==> config.mk <==
export PLATFORM = sky130hd
export DESIGN_NAME = div_clk_monitor
export DESIGN_NICKNAME = d
export VERILOG_FILES = /design/src/rtl/div_mon_pkg.sv /design/src/rtl/div_phase_counter.sv /design/src/rtl/div_clk_monitor.sv
export SDC_FILE = /design/constraint.sdc
export NUM_CORES = 1
export LEC_CHECK = 0
export BUFFER_PORTS_ARGS = -buffer_cell sky130_fd_sc_hd__buf_2
export CAP_MARGIN = 20
export CORE_ASPECT_RATIO = 2
export CORE_UTILIZATION = 28
export DETAILED_ROUTE_END_ITERATION = 12
export GPL_TIMING_DRIVEN = 0
export PLACE_DENSITY = 0.47
export SYNTH_ARGS = -nofsm -noshare
export SYNTH_HDL_FRONTEND = slang
export SYNTH_HIERARCHICAL = 1
export SYNTH_SLANG_ARGS = --single-unit
export TNS_END_PERCENT = 30
==> constraint.sdc <==
create_clock -name clk_in -period 2.8 [get_ports clk_in]
set_input_delay 0.14 -clock clk_in [delete_from_list [all_inputs] [get_ports clk_in]]
set_output_delay 0.14 -clock clk_in [all_outputs]
set_load 0.01 [all_outputs]
==> src/rtl/div_mon_pkg.sv <==
// Shared types and helpers for the /10 divider monitor.
// State encoding, fault codes and the phase tolerance check.
package div_mon_pkg;

  typedef enum logic [2:0] {
    ST_IDLE,
    ST_SYNC,
    ST_MEASURE,
    ST_LOCKED,
    ST_FAULT
  } state_e;

  localparam logic [1:0] FC_NONE  = 2'b00;
  localparam logic [1:0] FC_HIGH  = 2'b01;
  localparam logic [1:0] FC_LOW   = 2'b10;
  localparam logic [1:0] FC_STUCK = 2'b11;

  // Plain ints keep the difference from wrapping.
  function automatic logic phase_ok(
    input int len,
    input int exp_len,
    input int tol
  );
    if (len >= exp_len) return (len - exp_len) <= tol;
    return (exp_len - len) <= tol;
  endfunction

endpackage

==> src/rtl/div_phase_counter.sv <==
// Edge detector and saturating phase-length counter for div_clk,
// sampled directly in the clk_in domain.
module div_phase_counter
  import div_mon_pkg::*;
#(
  parameter int CNT_W   = 8,
  parameter int TIMEOUT = 20
) (
  input  logic             clk_in,
  input  logic             reset,
  input  logic             div_clk,
  output logic             rise,
  output logic             fall,
  output logic [CNT_W-1:0] phase_len,
  output logic             timeout
);

  logic             div_q;
  logic [CNT_W-1:0] run_q;
  logic [CNT_W-1:0] run_d;
  logic             any_edge;

  assign rise     = div_clk & ~div_q;
  assign fall     = ~div_clk & div_q;
  assign any_edge = rise | fall;

  always_comb begin
    run_d = run_q;
    if (any_edge) begin
      run_d = CNT_W'(1);
    end else if (~&run_q) begin
      run_d = run_q + 1'b1;
    end
  end

  always_ff @(posedge clk_in or posedge reset) begin
    if (reset) begin
      div_q <= 1'b0;
      run_q <= '0;
    end else begin
      div_q <= div_clk;
      run_q <= run_d;
    end
  end

  assign phase_len = run_q;
  assign timeout   = ~any_edge & (run_q == CNT_W'(TIMEOUT));

endmodule

==> src/rtl/div_clk_monitor.sv <==
// Lock/fault monitor for the /10 divider output: measures each phase,
// locks after LOCK_COUNT good periods, latches a sticky fault code.
module div_clk_monitor
  import div_mon_pkg::*;
#(
  parameter int EXP_HIGH   = 5,
  parameter int EXP_LOW    = 5,
  parameter int TOL        = 0,
  parameter int LOCK_COUNT = 4,
  parameter int TIMEOUT    = 20,
  parameter int CNT_W      = 8
) (
  input  logic             clk_in,
  input  logic             reset,
  input  logic             enable,
  input  logic             div_clk,
  input  logic             clear_fault,
  output logic [CNT_W-1:0] high_cnt,
  output logic [CNT_W-1:0] low_cnt,
  output logic             meas_valid,
  output logic             locked,
  output logic             fault,
  output logic [1:0]       fault_code
);

  localparam int GW = $clog2(LOCK_COUNT + 1);

  logic             rise;
  logic             fall;
  logic             tmo;
  logic [CNT_W-1:0] len;

  div_phase_counter #(
    .CNT_W  (CNT_W),
    .TIMEOUT(TIMEOUT)
  ) u_cnt (
    .clk_in   (clk_in),
    .reset    (reset),
    .div_clk  (div_clk),
    .rise     (rise),
    .fall     (fall),
    .phase_len(len),
    .timeout  (tmo)
  );

  state_e           state_q, state_d;
  logic [GW-1:0]    good_q, good_d, good_inc;
  logic             have_q, have_d;
  logic             hgood_q, hgood_d;
  logic [CNT_W-1:0] hlen_q, hlen_d;
  logic [CNT_W-1:0] high_q, high_d;
  logic [CNT_W-1:0] low_q, low_d;
  logic             meas_q, meas_d;
  logic             lock_q, fault_q;
  logic [1:0]       code_q, code_d;
  logic             ok_h, ok_l, viol;
  logic [1:0]       vcode;

  assign ok_h     = phase_ok(int'(len), EXP_HIGH, TOL);
  assign ok_l     = phase_ok(int'(len), EXP_LOW, TOL);
  assign good_inc = good_q + 1'b1;

  always_comb begin
    state_d = state_q;
    good_d  = good_q;
    have_d  = have_q;
    hgood_d = hgood_q;
    hlen_d  = hlen_q;
    high_d  = high_q;
    low_d   = low_q;
    meas_d  = 1'b0;
    code_d  = code_q;
    viol    = 1'b0;
    vcode   = FC_NONE;

    unique case (state_q)
      ST_IDLE: begin
        good_d = '0;
        have_d = 1'b0;
        if (enable) state_d = ST_SYNC;
      end
      ST_SYNC: begin
        good_d = '0;
        have_d = 1'b0;
        if (rise | fall) begin
          state_d = ST_MEASURE;
        end else if (tmo) begin
          viol  = 1'b1;
          vcode = FC_STUCK;
        end
      end
      ST_MEASURE, ST_LOCKED: begin
        if (fall) begin
          hlen_d  = len;
          hgood_d = ok_h;
          have_d  = 1'b1;
          if (state_q == ST_LOCKED && !ok_h) begin
            viol  = 1'b1;
            vcode = FC_HIGH;
          end
        end else if (rise) begin
          have_d = 1'b0;
          if (have_q) begin
            meas_d = 1'b1;
            high_d = hlen_q;
            low_d  = len;
            if (state_q == ST_MEASURE) begin
              if (hgood_q && ok_l) begin
                good_d = good_inc;
                if (good_inc == GW'(LOCK_COUNT)) state_d = ST_LOCKED;
              end else begin
                good_d = '0;
              end
            end
          end
          if (state_q == ST_LOCKED && !ok_l) begin
            viol  = 1'b1;
            vcode = FC_LOW;
          end
        end else if (tmo) begin
          viol  = 1'b1;
          vcode = FC_STUCK;
        end
      end
      ST_FAULT: begin
        if (clear_fault) begin
          state_d = ST_SYNC;
          good_d  = '0;
          code_d  = FC_NONE;
        end
      end
      default: state_d = ST_IDLE;
    endcase

    // A clear arriving with a violation wins: resync instead of faulting.
    if (viol) begin
      good_d = '0;
      if (clear_fault) begin
        state_d = ST_SYNC;
        code_d  = FC_NONE;
      end else begin
        state_d = ST_FAULT;
        code_d  = vcode;
      end
    end

    if (!enable) begin
      state_d = ST_IDLE;
      good_d  = '0;
      have_d  = 1'b0;
      code_d  = FC_NONE;
      meas_d  = 1'b0;
      high_d  = high_q;
      low_d   = low_q;
    end
  end

  always_ff @(posedge clk_in or posedge reset) begin
    if (reset) begin
      state_q <= ST_IDLE;
      good_q  <= '0;
      have_q  <= 1'b0;
      hgood_q <= 1'b0;
      hlen_q  <= '0;
      high_q  <= '0;
      low_q   <= '0;
      meas_q  <= 1'b0;
      lock_q  <= 1'b0;
      fault_q <= 1'b0;
      code_q  <= FC_NONE;
    end else begin
      state_q <= state_d;
      good_q  <= good_d;
      have_q  <= have_d;
      hgood_q <= hgood_d;
      hlen_q  <= hlen_d;
      high_q  <= high_d;
      low_q   <= low_d;
      meas_q  <= meas_d;
      lock_q  <= (state_d == ST_LOCKED);
      fault_q <= (state_d == ST_FAULT);
      code_q  <= code_d;
    end
  end

  assign high_cnt   = high_q;
  assign low_cnt    = low_q;
  assign meas_valid = meas_q;
  assign locked     = lock_q;
  assign fault      = fault_q;
  assign fault_code = code_q;

endmodule
## Word-level counts from Yosys, hierarchy flattened

Index checks and enable logic that the tools add are counted.

| storage, ports and cells | value |
|---|---|
| output and inout bits | 21 |
| word-level logic and storage cells | 112 |
| register bits | 46 |
| bits of input ports | 5 |

| operators by class | value |
|---|---|
| bitwise operators | 8 |
| $lt $le $gt $ge | 3 |
| add/subtract/negate cells | 4 |
| multiplexer cells | 53 |
| equal/unequal tests | 19 |
| reduce and logical (&&, ||, !) cells | 12 |

Operators by type and width:

| kind | number |
|---|---|
| $mux 3 | 19 |
| $mux 2 | 10 |
| $le 9x1->1 const B | 2 |
| $mux 1 | 17 |
| $mux 8 | 2 |
| $ne 4x4->1 const B | 4 |
| $pmux 3 s4 | 1 |
| $eq 3x2->1 const B | 3 |
| $eq 3x3->1 const B | 3 |
| $pmux 3 s3 | 1 |
| $sub 3x8->9 const A | 1 |
| $sub 8x3->9 const B | 1 |
| $add 8x1->8 const B | 1 |
| $eq 8x5->1 const B | 1 |
| $ge 8x3->1 const B | 1 |
| $reduce_and 8->1 | 1 |
| $ne 3x1->1 const B | 2 |
| $reduce_and 2->1 | 3 |
| $reduce_and 6->1 | 1 |
| $ne 5x2->1 const B | 1 |
| $reduce_and 5->1 | 1 |
| $ne 4x2->1 const B | 1 |
| $ne 4x3->1 const B | 1 |
| $not 1->1 | 4 |
| other kinds (12) | 17 |

## Depth between registers and ports, before layout

Gate-level depths: netlist of the first run.

| depth | value |
|---|---|
| depth in word-level cells | 14 |
| depth in mapped cells | 10 |
| depth with buffers taken out | 10 |

## By module

Netlist of the first run, hierarchy kept.

By module, submodules not included:

| module | times used | cells an instance | seq. area each (um2) | area an instance (um2) |
|---|---|---|---|---|
| div_clk_monitor | 1 | 151 | 925.9 | 1762.9 |
| div_phase_counter | 1 | 56 | 225.2 | 534.3 |

## Least setup slack after synthesis of the first run

Ideal clock, no wire load.

| path | value |
|---|---|
| path kind | register -> register |
| start | register u_cnt.run_q[0], in the netlist u_cnt/phase_len[0] |
| end | register good_q[2] |
| data required time | 2.674 ns |
| buffers on the path | 0 |
| setup slack | 0.393 ns |
| cell stages (with the launch flop) | 11 |
| arrival time | 2.281 ns |
| library setup time | 0.126 ns |
| period minus slack after synthesis | 2.407 ns |
| cells stage by stage | dfrtp_1 > inv_1 > ha_1 > nand3_1 > nor4b_1 > nor3b_2 > o21ai_0 > a21oi_1 > o21ai_2 > a31o_2 > a221o_1 |

| between the ends | value |
|---|---|
| elaborated cells on any way between the ends | 34 |
| those cells by class | add/sub (2); order compare (3); eq/ne (7); mux (17); bitwise (1); reduce/logical (4) |

RTL lines:

| what | RTL line | text |
|---|---|---|
| start: declaration | div_phase_counter.sv:19 | `logic [CNT_W-1:0] run_q;` |
| start signal: assignment | div_phase_counter.sv:42 | `run_q <= run_d;` |
| $eq 8x5->1 (*) | div_phase_counter.sv:47 | `assign timeout = ~any_edge & (run_q == CNT_W'(TIMEOUT));` |
| $and 1x1->1 (*) | div_phase_counter.sv:47 |  |
| via tmo | div_clk_monitor.sv:30 | `logic tmo;` |
| $mux 1 (*) | div_clk_monitor.sv:87, div_clk_monitor.sv:120 |  |
| $mux 1 | div_clk_monitor.sv:101 | `end else if (rise) begin` |
| $mux 1 | div_clk_monitor.sv:93 | `if (fall) begin` |
| $pmux 1 s2 (*) | div_clk_monitor.sv:76 | `unique case (state_q)` |
| $ne 5x2->1 (no line) (tied with other cells) | n/a |  |
| $reduce_and 6->1 (no line) or $mux 3 (tied branches) | n/a |  |
| end signal: assignment | div_clk_monitor.sv:173 | `good_q <= good_d;` |
| end: declaration | div_clk_monitor.sv:47 | `logic [GW-1:0] good_q, good_d, good_inc;` |

Mark *: on every way through the listed nets, which the timed path passes. The rest lies on a longest branch. The select of a mux whose other input is x is not followed.
A chain may end at the register's enable or synchronous reset.

## Final worst setup path of the first run

| path | value |
|---|---|
| start | register u_cnt.run_q[6], in the netlist u_cnt/phase_len[6] |
| end | register good_q[2] |

Same word-level chain as after synthesis.

==> flow_summary.yaml, run 1 <==
clocking:
  cts_max_path_buffers: 2
  cts_tree: "done"
  clk_pin_slew_ns: 0.07
  cts.sinks: 46
  cts_inserted_buffers: 5
  cts-root-buf: "clkbuf_16"
  insertion_delay_ns: 0.29
  htree_levels: 2
logic_synthesis:
  yosysSeqAreaShare_pct: 50.11
  synthXorXnorAreaFrac_pct: 0.7625
  async_flop_share_pct: 100.0
  ys_seq_elements: 46
  synth_compound_area_share_pct: 11.55
  mappedNetlistArea_sq_mm: 0.002297
  syn_inst: 207
  syn-mean-instance-area_sq_um: 11.10
  syn-num-nets: 220
  yosys.area_share.simple_pct: 17.16
  synth_cell_types: 51
  synth_edf_count: 0
  synthAdderAreaFrac_pct: 4.357
  synth_top_family_by_area: "simple AND/OR/NAND/NOR gates"
  synthFlopType: "dfrtp_1"
  synth_mux_area_share_pct: 12.64
  yosysWarningCount: 6
worst_setup_path:
  crit_required_ns: 2.98
  worstPathMaxFanout: 8
  critical_path_arrival_ns: 2.78
  ff2ff_setup_slack_ns: 0.20
  reg2regPathDepth: 10
  r2r_start: "u_cnt/phase_len[6]$_DFFE_PP0P_"
  crit_type: "register to register"
  end_kind: "register"
  r2r_end: "good_q[2]$_DFFE_PP0P_"
  cp-start-kind: "register"
grt:
  grtUsageTotal_pct: 13.84
  grt_pass1_vias: 1790
  grt_max_degree: 38
  gr-total-overflow: 0
  antenna_found_initial: 0
  grt_pass1_wl_microns: 8852
run:
  maxCapViolCount: 0
power_and_ir_drop:
  power_leakage_uw: 0.001347
  vdd_drop_max_mv: 0.3683
  p_total_uw: 1738
  cellPowerDensity_mw_per_mm2: 622.5
sta:
  grt_setup_unrepaired: "false"
  final.setup_skew_ns: 0.003333
  fmax_mhz: 383.9
  relSlewSlack_pct: 45.57
  period_needed_ns: 2.605
  finalCritPeriodShare_pct: 93.02
  setup_viol: 0
  worstMarginPinSlew_ns: 0.8164
  setup_tns_ns: 0
  hold_viol_final: 0
  maxSlewViolCount: 0
die:
  die_y_microns: 130.1
  start_util_pct: 28.92
  dieArea_sq_mm: 0.008593
  io_pins: 26
  fp.coreArea_sq_mm: 0.007943
  row_count: 46
  die_w_microns: 66.05
finish:
  final_common_cell: "dfrtp_1"
  nFillCells: 832
  fin_cells: 341
  final_area_sq_mm: 0.002793
  layout_common_cells: "dfrtp_1, buf_2, mux2_2, nand2_1, inv_1"
  syn2layout_area_growth_pct: 21.57
  diodes: 0
  fin_nets: 257
  drive_gt1_share_pct: 31.84
min_path:
  hold_start: "clear_fault"
  hold-path-cell-count: 3
  hold_class: "input pin to register"
  min_to: "state_q[0]$_DFF_PP0_"
place:
  portBuffers: 24
  gp_congestion: 0.8198
  dp_cells: 327
  placed_cell_area_sq_mm: 0.002537
  dp_hpwl_microns: 3860
route:
  vias: 1733
  postRouteAntennaNets: 0
  route.final.wire_length_microns: 5310
  routedWlPerCell_microns: 15.57
  viasPerCell: 5.082
  drtIter0Drc: 76
  drc: 0
  firstDrtPassIters: 4
outcome:
  status: "complete, no violations"
==> per-layer routing <==
metal | vias up | GRT usage [%] | routed length (microns)
met5 | - | 0 | 0
met4 | 0 | 7.760 | 210
met3 | 16 | 2.710 | 153
met2 | 33 | 25.57 | 2979
met1 | 861 | 13.99 | 1966
li1 | 823 | - | -
==> stage by stage <==
step	setup WS, ns	hold WS [ns]	util [%]
detailed placement	-0.2134	0.1480	31.95
floorplan	0.3934	-0.03208	-
CTS	0.001233	0.1426	34.69
finish	0.1953	0.1453	35.16
global route	0.03596	0.1659	35.16
global placement	-0.1530	0.1414	31.95
==> final cells by class <==
type	count	area [sq um]	area share [%]
inverters	13	48.80	1.747
repair buffers	30	170.2	6.093
plain buffers	7	30.03	1.075
clock inverters	3	43.79	1.568
multi-input cells	141	1100	39.38
clock buffers	5	125.1	4.480
flip-flops and latches	46	1155	41.35
well taps	96	120.1	4.301
==> Yosys cell counts, types with 2 or more instances <==
library cell / instances / area (sq um)
nor2_1: 9 / 33.78
and4_1: 2 / 17.52
nand2b_1: 3 / 18.77
mux2_2: 23 / 259.0
and3b_1: 2 / 17.52
ha_1: 8 / 100.1
nand4_1: 3 / 18.77
a21oi_1: 8 / 40.04
a41oi_1: 2 / 17.52
mux2i_1: 2 / 20.02
o22ai_1: 4 / 25.02
o21ai_0: 9 / 45.04
o21a_1: 2 / 15.01
buf_2: 3 / 15.01
dfrtp_1: 46 / 1151
nor2b_1: 3 / 18.77
nand3_1: 7 / 35.03
a31oi_1: 5 / 31.28
nor3b_1: 2 / 15.01
inv_1: 12 / 45.04
xor2_1: 2 / 17.52
clkbuf_1: 4 / 15.01
nor4b_1: 2 / 17.52
nand3b_1: 2 / 15.01
nand2_1: 15 / 56.30
and3_2: 2 / 15.01
==> cells by family after synthesis <==
family | count (synthesis)
simple gates | 64
flops | 46
compound gates | 41
mux | 26
buf+inv | 20
fa+ha+maj | 8
xor+xnor | 2
==> critical path, stage by stage, from the launching register on <==
cell and delay [ns]:
dfrtp_1 0.41, buf_2 0.19, nor2_1 0.09, nand3_1 0.12, nor4b_4 0.25, nor3b_4 0.29
o21ai_0 0.15, a21oi_2 0.22, o21ai_4 0.12, a31o_2 0.30, a221o_1 0.34
==> sequential cells by signal, summed over array words and instances, names as in the netlist <==
register	count
high_cnt	8
hlen_q	8
low_cnt	8
u_cnt/phase_len	8
good_q	3
state_q	3
fault_code	2
fault	1
have_q	1
hgood_q	1
locked	1
meas_valid	1
u_cnt/div_q	1
==> what timing repair did <==
item,CTS,global route
buffers inserted,2,2
pin swaps,0,2
hold buffers,2,0
endpoints found under the hold margin,10,0
gates resized for setup,3,5
endpoints found under the setup margin,3,2
==> worst max-delay path by stage <==
stage	slack, ns	depth (start not counted)	startpoint	end
floorplan	0.39	10	u_cnt/phase_len[0]$_DFFE_PP0P_	good_q[2]$_DFFE_PP0P_
global placement	-0.15	8	u_cnt/phase_len[2]$_DFFE_PP0P_	good_q[2]$_DFFE_PP0P_
detailed placement	-0.21	8	u_cnt/phase_len[2]$_DFFE_PP0P_	good_q[2]$_DFFE_PP0P_
CTS	0.001	10	u_cnt/phase_len[0]$_DFFE_PP0P_	good_q[2]$_DFFE_PP0P_
global route	0.04	10	u_cnt/phase_len[6]$_DFFE_PP0P_	good_q[2]$_DFFE_PP0P_
finish	0.20	10	u_cnt/phase_len[6]$_DFFE_PP0P_	good_q[2]$_DFFE_PP0P_
==> report_power, final <==
part	internal [uW]	total, uW	switching (uW)
Clock	423	687	264
Combinational	112	287	176
Sequential	718	764	46.0
Note: power is estimated with default switching activity, not from simulation.
==> run 2: changes to the inputs <==
- CORE_UTILIZATION: 28 -> 55
- PLACE_DENSITY: 0.47 -> 0.85
==> run 2 against run 1 <==
Clock power decreased by 40%. Utilization up 33 points. Register-to-register slack about the same. Critical path depth rose by 2. First-iteration DRC count is 24% lower. Count of clock-buffer cells in the layout is the same. Routed wire length down 11%. Largest cell class unchanged. Sequential share of layout area rose by 2.1 points. Total power shrank 16%.
==> flow_summary.yaml, run 2 (synthesis gave the netlist of run 1 again) <==
place:
  gp_congestion: 0.9041
  dp_cells: 283
  dp_hpwl_microns: 3311
  portBuffers: 24
die:
  die_y_microns: 93.40
  start_util_pct: 58.55
  io_pins: 26
  dieArea_sq_mm: 0.004455
  fp.coreArea_sq_mm: 0.003924
  die_w_microns: 47.70
  row_count: 32
grt:
  grt_pass1_wl_microns: 7859
  grtUsageTotal_pct: 24.82
  antenna_found_initial: 0
  gr-total-overflow: 0
  met2_usage_pct: 41.89
  gr-usage-met3_pct: 3.475
  grt_pass1_vias: 1714
  grt_use_met1_pct: 28.80
  grt_max_degree: 27
  grt-busiest-layer: "met2"
worst_setup_path:
  crit_family: "compound AO/OA/AOI/OAI gates"
  cp-start-kind: "input pin"
  path_cells: "dlygate4sd3_1 -> buf_2 -> inv_1 -> ha_1 -> nand3_1 -> nor4b_2 -> nor3b_4 -> nand2_1 -> a21oi_1 -> o21ai_2 -> a31o_2 -> a221o_1"
  crit_buf_inv: 3
  crit_type: "input pin to register"
  crit_required_ns: 3.01
  critPathSlowestCell: "dlygate4sd3_1"
  critical_path_arrival_ns: 2.85
  worstPathMaxFanout: 4
  cpPeakStageDelay_ns: 0.52
  end_kind: "register"
  ff2ff_setup_slack_ns: 0.21
route:
  routedWlPerCell_microns: 15.93
  postRouteAntennaNets: 0
  viasPerCell: 5.889
  drtIter0Drc: 58
  firstDrtPassIters: 4
  route.final.wire_length_microns: 4715
  vias: 1743
  drc: 0
sta:
  grt_setup_unrepaired: "false"
  maxSlewViolCount: 0
  setup_tns_ns: 0
  final.setup_skew_ns: 0.01155
  setup_viol: 0
  fmax_mhz: 378.3
  worstMarginPinSlew_ns: 0.6303
  hold_viol_final: 0
  relSlewSlack_pct: 57.80
  finalCritPeriodShare_pct: 94.41
  period_needed_ns: 2.644
finish:
  final_common_cell: "dfrtp_1"
  fin_nets: 257
  layout_common_cells: "dfrtp_1, buf_2, mux2_2, nand2_1, inv_1"
  syn2layout_area_growth_pct: 15.63
  nFillCells: 338
  fin_cells: 296
  multi_input_area_sq_mm: 0.001080
  diodes: 0
  ff_latch_area_sq_mm: 0.001154
  drive_gt1_share_pct: 30.61
clocking:
  cts_max_path_buffers: 2
  insertion_delay_ns: 0.31
  cts_inserted_buffers: 5
  clk_pin_slew_ns: 0.10
  htree_levels: 2
  cts_tree: "done"
  cts.sinks: 46
  cts-root-buf: "clkbuf_8"
run:
  maxCapViolCount: 0
min_path:
  hold_class: "input pin to register"
power_and_ir_drop:
  cellPowerDensity_mw_per_mm2: 546.6
  power_leakage_uw: 0.001316
  vdd_drop_max_mv: 0.4132
outcome:
  status: "complete, no violations"
run 2: cell types whose count changed in the layout (fill, tap and decap cells not counted), sizes merged:
cell and change:
bufinv -1, clkinv +1, inv -1, clkinvlp +1
run 2: layout make-up:
class                           instances  share of cell area (%)
Sequential cell                        46                   43.43
Multi-Input combinational cell        141                   40.65
Clock inverter                          3                  0.8008
Buffer                                  7                   1.130
Tap cell                               51                   2.402
Timing Repair Buffer                   30                   7.160
Clock buffer                            5                   2.591
Inverter                               13                   1.837
run 2: metal layers:
layer	share of wire [%]	up-vias
li1	-	824
met1	38	860
met2	56	49
met3	3.3	10
met4	2.6	0
met5	0	-
run 2: power by group:
| group | internal (uW) | total, uW | switching, uW |
|---|---|---|---|
| Combinational | 109 | 259 | 150 |
| Sequential | 717 | 778 | 61.3 |
| Clock | 176 | 415 | 240 |
| Total | 1000 | 1450 | 451 |
run 2: repair_timing:
action | in CTS | in global routing
endpoints found under the setup margin | 1 | 3
gates cloned | 0 | 0
hold buffers | 2 | 0
resized for setup | 1 | 3
buffers inserted | 1 | 2
pin swaps | 0 | 1
hold endpoints to repair | 21 | 0
run 2: metrics by stage:
step / hold WS [ns] / area [sq um] / util, % / setup slack (ns) / total power (uW)
2_1_floorplan: -0.03208 / 2297 / - / 0.3934 / 964.8
3_3_place_gp: 0.1166 / 2481 / 63.23 / -0.002861 / 1024
3_5_place_dp: 0.1221 / 2509 / 63.93 / -0.03867 / 1042
4_1_cts: 0.1124 / 2628 / 66.96 / 0.01513 / 1454
5_1_grt: 0.1299 / 2656 / 67.70 / 0.06779 / 1518
6_report: 0.1181 / 2656 / 67.70 / 0.1565 / 1452
run 2: worst register-to-register path, cell delays in order, from the launching register on:
cell and delay (ns):
dfrtp_1 0.52, inv_1 0.10, ha_1 0.14, nand3_1 0.08, nor4b_2 0.31, nor3b_4 0.32
nand2_1 0.12, a21oi_1 0.20, o21ai_2 0.08, a31o_2 0.28, a221o_1 0.34
run 2: final timing paths:
check                                               start  cells after the start                      to
setup / recovery                                  div_clk                     12   good_q[2]$_DFFE_PP0P_
hold / removal                                clear_fault                      3    state_q[0]$_DFF_PP0_
setup reg to reg           u_cnt/phase_len[1]$_DFFE_PP0P_                     10   good_q[2]$_DFFE_PP0P_
hold reg to reg                    low_cnt[2]$_DFFE_PP0P_                      1  low_cnt[2]$_DFFE_PP0P_
max in group asynchronous                           reset                      4  low_cnt[6]$_DFFE_PP0P_
min in group asynchronous                           reset                      3   u_cnt/div_q$_DFF_PP0_
